[src/rtl/arb_req_agent.sv]
// Packet-buffering requester for a round-robin arbiter: queues words in a FIFO,
// raises o_req once a whole packet (or a full FIFO) is waiting, then drains one packet per grant.
module arb_req_agent #(
  parameter int DATA_W = 32,
  parameter int DEPTH  = 8
) (
  input  logic              i_clk,
  input  logic              i_rst,
  input  logic              i_wr_vld,
  input  logic [DATA_W-1:0] i_wr_data,
  input  logic              i_wr_last,
  output logic              o_wr_rdy,
  output logic              o_req,
  input  logic              i_grant,
  output logic              o_dout_vld,
  output logic [DATA_W-1:0] o_dout_data,
  output logic              o_dout_last,
  input  logic              i_dout_rdy,
  output logic              o_err
);

  localparam int AW = (DEPTH > 1) ? $clog2(DEPTH) : 1;
  localparam int CW = $clog2(DEPTH + 1);

  typedef enum logic [1:0] {IDLE, REQ, XFER} state_t;

  state_t            state_q, state_d;
  logic [AW-1:0]     wr_ptr_q, wr_ptr_d;
  logic [AW-1:0]     rd_ptr_q, rd_ptr_d;
  logic [CW-1:0]     cnt_q, cnt_d;
  logic [CW-1:0]     pkt_cnt_q, pkt_cnt_d;
  logic              err_q, err_d;
  logic [DATA_W:0]   mem_q [DEPTH];

  logic              full, empty, wr_en, rd_en, head_last, pkt_inc, pkt_dec;
  logic [DATA_W:0]   head;

  assign full      = (cnt_q == CW'(DEPTH));
  assign empty     = (cnt_q == '0);
  assign head      = mem_q[rd_ptr_q];
  assign head_last = head[DATA_W];

  assign wr_en   = i_wr_vld && !full;
  assign rd_en   = (state_q == XFER) && !empty && i_dout_rdy;
  assign pkt_inc = wr_en && i_wr_last;
  assign pkt_dec = rd_en && head_last;

  assign o_wr_rdy    = !full;
  assign o_req       = (state_q == REQ);
  assign o_dout_vld  = (state_q == XFER) && !empty;
  assign o_dout_data = head[DATA_W-1:0];
  assign o_dout_last = head_last;
  assign o_err       = err_q;

  // Storage is data-only and never reset; validity is tracked by the pointers/count.
  always_ff @(posedge i_clk) begin
    if (wr_en) begin
      mem_q[wr_ptr_q] <= {i_wr_last, i_wr_data};
    end
  end

  always_comb begin
    wr_ptr_d  = wr_ptr_q;
    rd_ptr_d  = rd_ptr_q;
    cnt_d     = cnt_q;
    pkt_cnt_d = pkt_cnt_q;
    err_d     = err_q;
    if (wr_en) begin
      wr_ptr_d = wr_ptr_q + AW'(1);
    end
    if (rd_en) begin
      rd_ptr_d = rd_ptr_q + AW'(1);
    end
    case ({wr_en, rd_en})
      2'b10:   cnt_d = cnt_q + CW'(1);
      2'b01:   cnt_d = cnt_q - CW'(1);
      default: cnt_d = cnt_q;
    endcase
    case ({pkt_inc, pkt_dec})
      2'b10:   pkt_cnt_d = pkt_cnt_q + CW'(1);
      2'b01:   pkt_cnt_d = pkt_cnt_q - CW'(1);
      default: pkt_cnt_d = pkt_cnt_q;
    endcase
    // A grant that arrives while not requesting is a protocol error from the arbiter side.
    if (i_grant && (state_q != REQ)) begin
      err_d = 1'b1;
    end
  end

  always_comb begin
    state_d = state_q;
    case (state_q)
      IDLE: if ((pkt_cnt_q != '0) || full) state_d = REQ;
      REQ:  if (i_grant) state_d = XFER;
      XFER: if (pkt_dec) state_d = IDLE;
      default: state_d = IDLE;
    endcase
  end

  always_ff @(posedge i_clk) begin
    if (i_rst) begin
      state_q   <= IDLE;
      wr_ptr_q  <= '0;
      rd_ptr_q  <= '0;
      cnt_q     <= '0;
      pkt_cnt_q <= '0;
      err_q     <= 1'b0;
    end else begin
      state_q   <= state_d;
      wr_ptr_q  <= wr_ptr_d;
      rd_ptr_q  <= rd_ptr_d;
      cnt_q     <= cnt_d;
      pkt_cnt_q <= pkt_cnt_d;
      err_q     <= err_d;
    end
  end

endmodule

[config.mk]
export PLATFORM = sky130hd
export DESIGN_NAME = arb_req_agent
export DESIGN_NICKNAME = d
export VERILOG_FILES = /design/src/rtl/arb_req_agent.sv
export SDC_FILE = /design/constraint.sdc
export NUM_CORES = 1
export LEC_CHECK = 0
export ABC_CLOCK_PERIOD_IN_PS = 11300
export CAP_MARGIN = 20
export CORE_MARGIN = 10
export CORE_UTILIZATION = 65
export CTS_BUF_LIST = sky130_fd_sc_hd__clkbuf_4
export CTS_CLUSTER_DIAMETER = 150
export CTS_CLUSTER_SIZE = 16
export DETAILED_ROUTE_END_ITERATION = 10
export PLACE_DENSITY = 0.95
export SLEW_MARGIN = 20
export SYNTH_ARGS = -nofsm -noshare
export SYNTH_HDL_FRONTEND = slang
export SYNTH_SLANG_ARGS = --single-unit
[constraint.sdc]
create_clock -name i_clk -period 11.3 [get_ports i_clk]
set_input_delay 2.26 -clock i_clk [delete_from_list [all_inputs] [get_ports i_clk]]
set_output_delay 2.26 -clock i_clk [all_outputs]
set_load 0.02 [all_outputs]
==> flow_metrics.py <==
metrics = {
    "layout": {
        "final_nets": 634,
        "drive_gt1_share_pct": 16.9,
        "area_growth_pct": 11.9,
        "stdcell_area_um2": 12500,
    },
    "yosys": {
        "seq_area_frac_synth_pct": 74.5,
        "avgSynthCellArea_um2": 22.2,
        "synthDistinctLibCells": 38,
        "synthArstFlopShare_pct": 0,
        "synth-seq-cells": 284,
        "syn_inst": 503,
        "synth_ff_type": "edfxtp_1",
        "synth_edf_count": 264,
        "syn_area_um2": 11200,
        "syn_nets": 549,
        "ys_warn_count": 0,
    },
    "floorplan": {
        "core_region_area_um2": 16700,
        "dieArea_um2": 22800,
        "die_h_um": 151,
        "ioPinCount": 75,
        "dieWidth_um": 151,
        "placementRows": 47,
        "start_util_pct": 66.9,
    },
    "place": {
        "placed_cell_area_um2": 12200,
        "io_buffers": 74,
        "place.gp.congestion": 0.747,
        "hpwl_um": 11700,
    },
    "setup_path": {
        "worstPathMaxFanout": 37,
        "cp-end-kind": "output pin",
        "r2r_slack_ns": 7.80,
        "crit_path_end": "o_dout_last",
        "worstPathRequired_ns": 9.04,
        "worst_setup_path_start_kind": "flop",
        "ff2ff_path_depth": 11,
        "rr_endpoint": "pkt_cnt_q[2]$_SDFFE_PP0P_",
        "worstPathArrival_ns": 3.28,
        "crit_type": "reg2out",
    },
    "timing": {
        "fmax_mhz": 181,
        "slew_viol_final": 0,
        "setup_viol": 0,
        "rsz0062_at_grt": "false",
        "fin_worst_skew_ns": 0.0195,
        "hold_violations": 0,
        "worst_slew_pin_slew_ns": 1.02,
        "slew_headroom_pct": 32.3,
        "finalCritPeriodShare_pct": 49.0,
        "period_needed_ns": 5.54,
        "tns_ns": 0,
    },
    "global_routing": {
        "grt_pass1_wl_um": 31200,
        "grt.total_usage_pct": 18.0,
        "grt_antenna_before_repair": 1,
        "gr-total-overflow": 0,
        "grt_pass1_vias": 5482,
        "grt_start_max_net_pins": 67,
    },
    "power_and_ir_drop": {
        "power_switching_mw": 0.362,
        "leakagePower_nw": 4.01,
        "p_sw_share_pct": 20.5,
        "cellPowerDensity_nw_per_um2": 141,
        "worst_ir_drop_vdd_uv": 78.7,
        "power_frac_comb_pct": 6.9,
        "power_frac_clock_pct": 25.6,
        "power_frac_seq_pct": 67.4,
        "internal_power_mw": 1.40,
    },
    "clock_network": {
        "cts_buffer_depth": 3,
        "cts_made_buffers": 21,
        "cts_tree": "done",
        "cts.sinks": 284,
        "cts_hold_buf": 0,
        "cts_resized": 0,
        "ctsHtreeMaxLevel": 1,
        "cts.clk_slew.worst_paths_ns": 0.16,
        "worstSkewPairLatency_ns": 0.64,
        "root_buffer": "clkbuf_4",
        "postCtsSetupBuffers": 0,
    },
    "drt": {
        "drt_first_iter_violations": 335,
        "routed_wl_um": 21400,
        "avgRoutedWirePerCell_um": 26.0,
        "first_pass_iters": 4,
        "drc": 0,
        "vias": 5198,
        "ant_nets": 0,
        "drt-vias-per-instance": 6.32,
    },
    "outcome": {
        "status": "complete, no violations",
    },
    "hold_path": {
        "worstHoldPathType": "reg2reg",
    },
    "run": {
        "maxCapViolations": 0,
    },
}
## registers in the layout, indices dropped and copies added (netlist names), named ones only
name	count
cnt_q	4
mem_q	264
o_err	1
state_q	2
wr_ptr_q	3
rd_ptr_q	3
pkt_cnt_q	4
## metrics by stage
stage / total power, mW / utilization [%] / setup WS, ns / std cells / hold WS [ns]
6_report: 1.76 / 74.9 / 5.76 / 823 / 0.503
5_1_grt: 1.82 / 74.9 / 5.62 / 823 / 0.540
4_1_cts: 1.77 / 74.7 / 5.58 / 821 / 0.509
3_5_place_dp: 1.33 / 72.9 / 6.32 / 784 / 0.479
3_3_place_gp: 1.32 / 72.9 / 6.36 / 784 / 0.460
2_1_floorplan: 1.27 / - / 5.27 / 503 / 0.454
## kinds of logic (layout without fill, tap and decap cells)
family,after synthesis,after routing,share of synthesized area (%)
DFF,284,284,74.5
AOI/OAI and AO/OA,18,18,0.907
other,0,1,0
adders and majority gates,8,8,0.896
xor gates and xnor gates,10,10,0.784
buffers and inverters,24,123,1.30
muxes,103,103,18.9
and+or+nand+nor,56,56,2.63
## cells in the mapped netlist (2+ instances only)
master    number  area, um2
nand2_1        6       22.5
xnor2_1        2       17.5
inv_1          2       7.51
mux2_2        34        383
o21ai_0        7       35.0
nor2b_1        6       37.5
ha_1           8        100
a21oi_1        7       35.0
nor2_1        19       71.3
buf_6          7       78.8
or3_1          2       12.5
nor3_1         5       25.0
edfxtp_1     264       7930
nand3_1        5       25.0
buf_1          5       18.8
mux2i_1        3       30.0
xor2_1         8       70.1
dfxtp_1       20        400
buf_2          2       10.0
clkbuf_1       8       30.0
mux4_2         8        180
mux4_1        58       1520
nand2b_1       2       12.5
## critical path: stages (launching register included)
cell	delay (ns)
dfxtp_4	0.75
buf_16	0.32
mux4_1	0.59
mux2i_1	0.32
inv_1	0.09
clkdlybuf4s50_1	0.55
## area by class of cell
class,count,area (um2)
Sequential cell,284,8330
Fill cell,882,4200
Tap cell,220,275
Multi-Input combinational cell,195,2750
Clock inverter,1,30.0
Inverter,2,7.51
Antenna cell,1,2.50
Timing Repair Buffer,84,836
Clock buffer,36,270
## layout by cell type (no fill, tap or decap), drive strengths merged, types with 3 or more instances in the layout
master | synthesis | final
edfxtp | 264 | 264
clkdlybuf4s50 | 0 | 74
mux4 | 66 | 66
clkbuf | 8 | 36
mux2 | 34 | 34
dfxtp | 20 | 20
nor2 | 19 | 19
buf | 14 | 10
xor2 | 8 | 8
ha | 8 | 8
a21oi | 7 | 7
o21ai | 7 | 7
nand2 | 7 | 7
nor2b | 6 | 6
nand3 | 5 | 5
nor3 | 5 | 5
mux2i | 3 | 3
## metal layers
metal  wire length, um  track usage, %
met2             11400            31.0
met3              1380            3.04
met1              8230            23.5
met5                 7               0
met4               355            4.76
## how the worst min path moves through the flow
stage,startpoint,endpoint,slack (ns),depth (start not counted)
5_1_grt,o_err$_SDFFE_PP0P_,o_err$_SDFFE_PP0P_,0.54,2
3_5_place_dp,o_err$_SDFFE_PP0P_,o_err$_SDFFE_PP0P_,0.48,2
6_report,o_err$_SDFFE_PP0P_,o_err$_SDFFE_PP0P_,0.50,2
4_1_cts,o_err$_SDFFE_PP0P_,o_err$_SDFFE_PP0P_,0.51,2
2_1_floorplan,rd_ptr_q[1]$_SDFFE_PP0P_,flop,0.45,2
3_3_place_gp,o_err$_SDFFE_PP0P_,o_err$_SDFFE_PP0P_,0.46,2
## power groups by stage
stage / Sequential [mW] / Clock [mW] / Combinational [mW]
after floorplan: 1.21 / 0 / 0.0610
after CTS: 1.19 / 0.462 / 0.121
after detailed placement: 1.21 / 0 / 0.121
after global routing: 1.19 / 0.504 / 0.131
final: 1.19 / 0.451 / 0.122
after global placement: 1.21 / 0 / 0.115
No activity file was read; power rests on OpenSTA's default activity.
